===== config.mk =====
export PLATFORM = sky130hd
export DESIGN_NAME = multicycle_control
export DESIGN_NICKNAME = d
export VERILOG_FILES = /design/src/rtl/multicycle_control.sv
export SDC_FILE = /design/constraint.sdc
export NUM_CORES = 1
export LEC_CHECK = 0
export BUFFER_PORTS_ARGS = -buffer_cell sky130_fd_sc_hd__buf_2
export CORE_ASPECT_RATIO = 1.25
export CORE_MARGIN = 3
export CORE_UTILIZATION = 45
export DETAILED_ROUTE_END_ITERATION = 6
export PLACE_DENSITY = 0.76
export SLEW_MARGIN = 30
export SYNTH_ARGS = -nofsm -noshare
export SYNTH_HDL_FRONTEND = slang
export SYNTH_SLANG_ARGS = --single-unit

===== constraint.sdc =====
create_clock -name clk -period 2.5 [get_ports clk]
set_clock_uncertainty 0.15 [all_clocks]
set_input_delay 0.125 -clock clk [delete_from_list [all_inputs] [get_ports clk]]
set_output_delay 0.125 -clock clk [all_outputs]
set_load 0.01 [all_outputs]

===== src/rtl/multicycle_control.sv =====
// multicycle_control: Moore sequencing FSM for a multicycle MIPS datapath.
// Latency: LW 5, SW 4, R-type/ADDI 4, BEQ/J 3 cycles, plus 1 per memory wait cycle.
// Backpressure: FETCH, MEM_READ and MEM_WRITE hold until mem_ready; all other states advance every cycle.
// Ports: clk/rst (sync, active-high); opcode, zero, mem_ready in; memory
// handshake, datapath enables and mux selects out; state, retired, trap for debug.
module multicycle_control #(
  parameter int         CNT_W     = 16,
  parameter logic [5:0] OPC_RTYPE = 6'h00,
  parameter logic [5:0] OPC_LW    = 6'h23,
  parameter logic [5:0] OPC_SW    = 6'h2B,
  parameter logic [5:0] OPC_BEQ   = 6'h04,
  parameter logic [5:0] OPC_J     = 6'h02,
  parameter logic [5:0] OPC_ADDI  = 6'h08
) (
  input  logic             clk,
  input  logic             rst,
  input  logic [5:0]       opcode,
  input  logic             zero,
  input  logic             mem_ready,
  output logic             mem_req,
  output logic             mem_read,
  output logic             mem_write,
  output logic             i_or_d,
  output logic             ir_write,
  output logic             pc_write,
  output logic [1:0]       pc_source,
  output logic             alu_src_a,
  output logic [1:0]       alu_src_b,
  output logic [1:0]       alu_op,
  output logic             reg_dst,
  output logic             reg_write,
  output logic             mem_to_reg,
  output logic [3:0]       state,
  output logic [CNT_W-1:0] retired,
  output logic             trap
);

  localparam logic [3:0] S_FETCH     = 4'd0;
  localparam logic [3:0] S_DECODE    = 4'd1;
  localparam logic [3:0] S_MEM_ADDR  = 4'd2;
  localparam logic [3:0] S_MEM_READ  = 4'd3;
  localparam logic [3:0] S_MEM_WB    = 4'd4;
  localparam logic [3:0] S_MEM_WRITE = 4'd5;
  localparam logic [3:0] S_EXECUTE   = 4'd6;
  localparam logic [3:0] S_ALU_WB    = 4'd7;
  localparam logic [3:0] S_BRANCH    = 4'd8;
  localparam logic [3:0] S_JUMP      = 4'd9;
  localparam logic [3:0] S_ADDI_EX   = 4'd10;
  localparam logic [3:0] S_ADDI_WB   = 4'd11;
  localparam logic [3:0] S_TRAP      = 4'd12;

  logic [3:0]       state_q, state_d;
  logic [5:0]       opc_q, opc_d;
  logic [CNT_W-1:0] retired_q, retired_d;
  logic             retire;

  // State register, opcode latch and retired counter.
  always_ff @(posedge clk) begin
    if (rst) begin
      state_q   <= S_FETCH;
      opc_q     <= 6'h00;
      retired_q <= '0;
    end else begin
      state_q   <= state_d;
      opc_q     <= opc_d;
      retired_q <= retired_d;
    end
  end

  // Next-state logic. The opcode is captured in DECODE so that MEM_ADDR
  // decides LW vs SW from the instruction actually decoded, even if the
  // live opcode input changes afterwards.
  always_comb begin
    state_d = state_q;
    opc_d   = opc_q;
    retire  = 1'b0;
    case (state_q)
      S_FETCH: if (mem_ready) state_d = S_DECODE;
      S_DECODE: begin
        opc_d = opcode;
        if (opcode == OPC_LW || opcode == OPC_SW) state_d = S_MEM_ADDR;
        else if (opcode == OPC_RTYPE)             state_d = S_EXECUTE;
        else if (opcode == OPC_BEQ)               state_d = S_BRANCH;
        else if (opcode == OPC_J)                 state_d = S_JUMP;
        else if (opcode == OPC_ADDI)              state_d = S_ADDI_EX;
        else                                      state_d = S_TRAP;
      end
      S_MEM_ADDR:  state_d = (opc_q == OPC_LW) ? S_MEM_READ : S_MEM_WRITE;
      S_MEM_READ:  if (mem_ready) state_d = S_MEM_WB;
      S_MEM_WB:    begin state_d = S_FETCH; retire = 1'b1; end
      S_MEM_WRITE: if (mem_ready) begin state_d = S_FETCH; retire = 1'b1; end
      S_EXECUTE:   state_d = S_ALU_WB;
      S_ALU_WB:    begin state_d = S_FETCH; retire = 1'b1; end
      S_BRANCH:    begin state_d = S_FETCH; retire = 1'b1; end
      S_JUMP:      begin state_d = S_FETCH; retire = 1'b1; end
      S_ADDI_EX:   state_d = S_ADDI_WB;
      S_ADDI_WB:   begin state_d = S_FETCH; retire = 1'b1; end
      S_TRAP:      state_d = S_TRAP;
      default:     state_d = S_FETCH;
    endcase
    // Counter wraps naturally modulo 2^CNT_W.
    retired_d = retired_q + (retire ? CNT_W'(1) : CNT_W'(0));
  end

  // Moore outputs; only pc_write/ir_write look at zero/mem_ready as
  // qualifiers. Everything is forced low while rst is held.
  always_comb begin
    mem_req    = 1'b0;
    mem_read   = 1'b0;
    mem_write  = 1'b0;
    i_or_d     = 1'b0;
    ir_write   = 1'b0;
    pc_write   = 1'b0;
    pc_source  = 2'b00;
    alu_src_a  = 1'b0;
    alu_src_b  = 2'b00;
    alu_op     = 2'b00;
    reg_dst    = 1'b0;
    reg_write  = 1'b0;
    mem_to_reg = 1'b0;
    trap       = 1'b0;
    case (state_q)
      S_FETCH: begin
        mem_req   = 1'b1;
        mem_read  = 1'b1;
        alu_src_b = 2'b01;
        ir_write  = mem_ready;
        pc_write  = mem_ready;
      end
      S_DECODE:   alu_src_b = 2'b11;
      S_MEM_ADDR: begin alu_src_a = 1'b1; alu_src_b = 2'b10; end
      S_MEM_READ: begin mem_req = 1'b1; mem_read = 1'b1; i_or_d = 1'b1; end
      S_MEM_WB:   begin reg_write = 1'b1; mem_to_reg = 1'b1; end
      S_MEM_WRITE: begin mem_req = 1'b1; mem_write = 1'b1; i_or_d = 1'b1; end
      S_EXECUTE:  begin alu_src_a = 1'b1; alu_op = 2'b10; end
      S_ALU_WB:   begin reg_write = 1'b1; reg_dst = 1'b1; end
      S_BRANCH: begin
        alu_src_a = 1'b1;
        alu_op    = 2'b01;
        pc_source = 2'b01;
        pc_write  = zero;
      end
      S_JUMP:     begin pc_source = 2'b10; pc_write = 1'b1; end
      S_ADDI_EX:  begin alu_src_a = 1'b1; alu_src_b = 2'b10; end
      S_ADDI_WB:  reg_write = 1'b1;
      S_TRAP:     trap = 1'b1;
      default: ;
    endcase
    if (rst) begin
      mem_req    = 1'b0;
      mem_read   = 1'b0;
      mem_write  = 1'b0;
      i_or_d     = 1'b0;
      ir_write   = 1'b0;
      pc_write   = 1'b0;
      pc_source  = 2'b00;
      alu_src_a  = 1'b0;
      alu_src_b  = 2'b00;
      alu_op     = 2'b00;
      reg_dst    = 1'b0;
      reg_write  = 1'b0;
      mem_to_reg = 1'b0;
      trap       = 1'b0;
    end
  end

  assign state   = state_q;
  assign retired = retired_q;

endmodule


Word-level counts from Yosys, hierarchy flattened. Cells that the tools add are included.

$add $sub $neg: 1. Multiply operators: 0. Div/mod/pow operators: 0. Order comparisons: 0. Equal/unequal tests: 21. Shift-type cells: 0. Muxes and demuxes: 41. Bitwise operators: 0. Reductions and logical operators: 11.

Operator list (number): case mux 4 bit (8 select lines) (1); 2-to-1 mux 1 bit (23); == test 4 bit (second input constant) (5); 2-to-1 mux 4 bit (5); == test 6 bit (second input constant) (3); adder 16 x 1 -> 16 bit (1); == test 4 x 3 -> 1 bit (second input constant) (4); 2-to-1 mux 3 bit (4); == test 4 x 2 -> 1 bit (second input constant) (2); case mux 2 bit (2 select lines) (2); == test 6 x 2 -> 1 bit (second input constant) (1); == test 6 x 3 -> 1 bit (second input constant) (1); == test 6 x 4 -> 1 bit (second input constant) (1); logical NOT 6 bit (1); 2-to-1 mux 2 bit (3); != test 2 bit (second input constant) (3); case mux 2 bit (3 select lines) (1); OR reduction 2 bit (3); OR reduction 3 bit (2); OR reduction 5 bit (1); == test 4 x 1 -> 1 bit (second input constant) (1); logical NOT 4 bit (1); OR reduction 4 bit (1); case mux 1 bit (3 select lines) (1); other kinds (3) (3).

Bits in registers: 26. Bits in latches: 0. Memory bits (writable): 0. Memory bits (read-only): 0. Output and inout bits: 37. Logic and storage cells: 77. Memories: 0.

Depth between registers and ports, before layout.
Depth after elaboration: 7. Mapped depth: 11. Depth with buffers taken out: 10.

Worst setup path after synthesis. Ideal clock, no wire load.

Path type: register -> register. Start point: register state_q[3] (netlist: state[3]). End point: register retired_q[14] (netlist: retired[14]). Data arrival time: 2.288 ns. Data required time: 2.222 ns. Setup slack: -0.066 ns. Cell stages (with the launch flop): 11. Buffers on the path: 2. Cells stage by stage: dfxtp_1 > clkbuf_1 > clkbuf_1 > nor2_1 > nor3b_1 > ha_1 > ha_1 > nand2_1 > nor4_1 > xnor2_1 > nor2_1.

Cells in the longest elaborated chain, start to end: 5.

RTL lines: start, declared (line 52) `logic [3:0] state_q, state_d;`; start signal, assigned (line 64) `state_q <= state_d;`; == test 4 x 3 -> 1 bit / == test 4 bit (equally long branches) (line 77) `case (state_q)`; OR reduction 5 bit (no source line); case mux 1 bit (2 select lines) * (line 77); 2-to-1 mux 1 bit * (line 102) `retired_d = retired_q + (retire ? CNT_W'(1) : CNT_W'(0));`; adder 16 x 1 -> 16 bit * (line 102); end signal, assigned (line 66) `retired_q <= retired_d;`; end, declared (line 54) `logic [CNT_W-1:0] retired_q, retired_d;`.

Mark *: on every way between the ends. The rest lies on a longest branch, timed or not. A chain may end at the register's enable or synchronous reset.

Worst setup path in the final report.
Start point: register state_q[1] (netlist: state[1]). End point: register retired_q[14] (netlist: retired[14]).

The elaborated chain is that of the path after synthesis.

==> reports/summary.txt <==
Outcome: finished clean
Crit path time final: 2.21 ns
Worst min path class: input pin to flip-flop
Fmax: 452 MHz
Syn avg cell area: 7.74 µm²
Comb power frac: 27.9%
Clock slew at reported path FFs: 0.10 ns
Seq pwr share: 40.7%
Number of setup buffers added after CTS: 0
Asr flop ratio synth: 0%
Worst Path Max Fanout: 9
Die width: 58.6 µm
Worst Max-Slew Pin Slew: 0.517 ns
Fin crit share: 88.5%
Endpoint class of the critical path: flip-flop
Area occupied by multi-input gates: 947 µm²
Max-slew violations: 0
Switching part of the total power: 29.3%
Commonest register cell after synthesis: dfxtp_1
Synth warnings: 0
Max-Cap Viols: 0
N_diodes: 0
Mapped cell area: 0.00156 mm²
Crit path cell chain: buf_4 -> nor2b_1 -> nor3b_1 -> ha_1 -> ha_1 -> nand2_1 -> nor4_1 -> xnor2_1 -> nor2_1
Critical-path cell with the highest stage delay: nor4_1
Count of different cell masters after synthesis: 43
Largest net degree at the start of global routing: 23
Via count: 1555
Total negative slack: 0 ns
Worst Hold Launch: opcode[5]
Mapped Cells: 201
Vias per inst: 5.48
Worst endpoint required time: 2.52 ns
IO Port Bufs: 46
First-pass GRT wire length: 6460 µm
Area grow syn2layout: 23.2%
Layout cells sized above 1: 26.7%
Placed cell count: 279
Clock Latency Late Sink: 0.27 ns
Total die area: 0.00420 mm²
Critical path's most frequent cell: ha_1
Vias in the first global route: 1446
Clk pwr share: 31.4%
Max stage delay on crit path: 0.36 ns
Headroom to the max-slew limit: 65.5%
WHS: 0.00645 ns
RSZ-0062 raised after global routing: no
WHS Endpoint: opc_q[5]
TritonRoute pass-1 iters: 4
CTS Buffer Depth: 2
Die height: 71.7 µm
GRT Total Usage: 18.8%
Final Hold Fails: 0
Internal: 0.000787 W
CTS Sinks: 26
Post-route ant nets: 0
WHS Path Cells: 3
Post-synthesis sequential area ratio: 33.5%
Starting Density: 47.8%
Area contributors post-synth: dfxtp_1 (33%), nor2_1 (7.2%), xnor2_1 (5.6%)
CP Class: flip-flop to flip-flop
Fin nets: 260
Delay-heaviest family, CP: simple AND/OR/NAND/NOR gates
P_sw: 0.000326 W
Worst reg2reg path depth: 9
P_leak: 0.833 nW
Syn Nets: 213
# fillers: 321
Area fraction of the dominant cell type after synthesis: 33.5%
WP buf/inv: 1
I/O pins: 47
Routed WL: 3810 µm
Non-filler cells in the finished layout: 284
Peak supply drop: 0.000351 V
Core Region: 0.00325 mm²
Resize count post-CTS: 0
Cts bufs inserted: 3
Routed length per instance: 13.4 µm
Worst setup SP type: flip-flop
Placer Congestion: 0.828
Initial antenna violation count: 0
Seq cells post-synth: 26
Reg2reg end: retired[14]
H-tree levels: 1
Hold_buf cts: 1
Reg area: 520 µm²
Reg2Reg Setup Slack: 0.29 ns
Pwr Density: 581 mW/mm²
DP Wirelength: 2800 µm
Synth area leader: dfxtp_1
Drc violations: 0
CTS tree: yes
Number of flops mapped to enable cells by yosys: 0
Total setup violations reported at the end of the flow: 0
Total congestion overflow: 0
CP arrival: 2.23 ns
Clock Tree Root: clkbuf_8
Drt first-iter violations: 90
# rows: 23
FF-to-FF Start: state[1]
layer usage:
layer  up-vias  share of wire [%]  track usage, %
met2        35                 51            33.5
met5         -                  0               0
met1       714                 44            22.4
li1        802                  -               -
met3         4                4.0            2.70
met4         0                1.3            7.05
layout by cell type, fill, tap and decap left out, types with 2 or more instances in the layout:
master,count
o211ai_1,2
ha_1,2
a31oi_1,3
mux2i_1,5
nand2_1,9
nor3b_1,2
xor2_1,6
clkbuf_8,3
a21oi_1,11
nand2b_1,5
or2_2,2
inv_1,3
or3_1,4
nor4_1,6
xnor2_1,10
nor2_1,30
buf_2,46
nor4b_1,2
buf_4,10
dfxtp_1,26
nor3_1,17
o21ai_0,10
nand4_1,3
nor2b_1,5
nand3_1,7
through the flow:
stage	cell area, µm²	worst slack, ns	power, W	utilization [%]
after floorplan	1560	0.0144	0.000689	-
after global placement	1830	0.358	0.000767	56.4
after detailed placement	1830	0.291	0.000770	56.4
after CTS	1920	0.278	0.00112	58.9
after global routing	1920	0.115	0.00117	58.9
final	1920	0.288	0.00111	58.9
worst min-delay path, cell delays in order:
cell and delay, ns:
buf_2 0.12, mux2i_1 0.07, nor2_1 0.08
synthesized netlist by cell type (all sizes together) (2+ instances only):
master   n
nand2b   5
or3      4
ha       2
nor2b    5
inv      3
nor2    31
xnor2   10
or2      2
nor3b    2
nand2    9
o211ai   2
clkbuf  10
nor4b    2
nor3    17
xor2     6
mux2i    5
a31oi    3
nand4    3
nor4     6
buf      5
o21ai   10
a211oi   2
dfxtp   26
nand3    7
a21oi   12
logic make-up after synthesis:
| group | count (synthesis) | synth area share [%] |
|---|---|---|
| muxes | 6 | 3.94 |
| and+or+nand+nor | 98 | 32.6 |
| adders and majority gates | 2 | 1.61 |
| xor gates and xnor gates | 16 | 9.01 |
| AOI/OAI and AO/OA | 34 | 13.8 |
| buffers and inverters | 19 | 5.63 |
| DFF | 26 | 33.5 |
registers in the layout, indices dropped and copies added (netlist names):
name,count
opc_q,6
retired,16
state,4
power by group through the flow:
stage / combinational [W] / sequential [W] / clock, W
5_1_grt: 0.000345 / 0.000456 / 0.000372
3_3_place_gp: 0.000304 / 0.000462 / 0
3_5_place_dp: 0.000307 / 0.000463 / 0
6_report: 0.000310 / 0.000453 / 0.000350
2_1_floorplan: 0.000223 / 0.000466 / 0
4_1_cts: 0.000311 / 0.000454 / 0.000357
worst max path at each step:
| stage | startpoint | to | slack [ns] | depth (start not counted) |
|---|---|---|---|---|
| global route | state[0] | retired[14] | 0.12 | 10 |
| detailed placement | state[1] | retired[14] | 0.29 | 9 |
| floorplan | state[3] | retired[14] | 0.01 | 10 |
| CTS | state[0] | retired[14] | 0.28 | 10 |
| global placement | state[0] | retired[14] | 0.36 | 10 |
| finish | state[1] | retired[14] | 0.29 | 9 |
area by class of cell:
| cell class | instances | area share, % |
|---|---|---|
| Clock buffer | 3 | 2.16 |
| Multi-Input combinational cell | 156 | 49.4 |
| Tap cell | 37 | 2.42 |
| Inverter | 4 | 0.784 |
| Clock inverter | 1 | 1.57 |
| Timing Repair Buffer | 57 | 16.5 |
| Sequential cell | 26 | 27.2 |
Power figures use the tool's default switching activity.
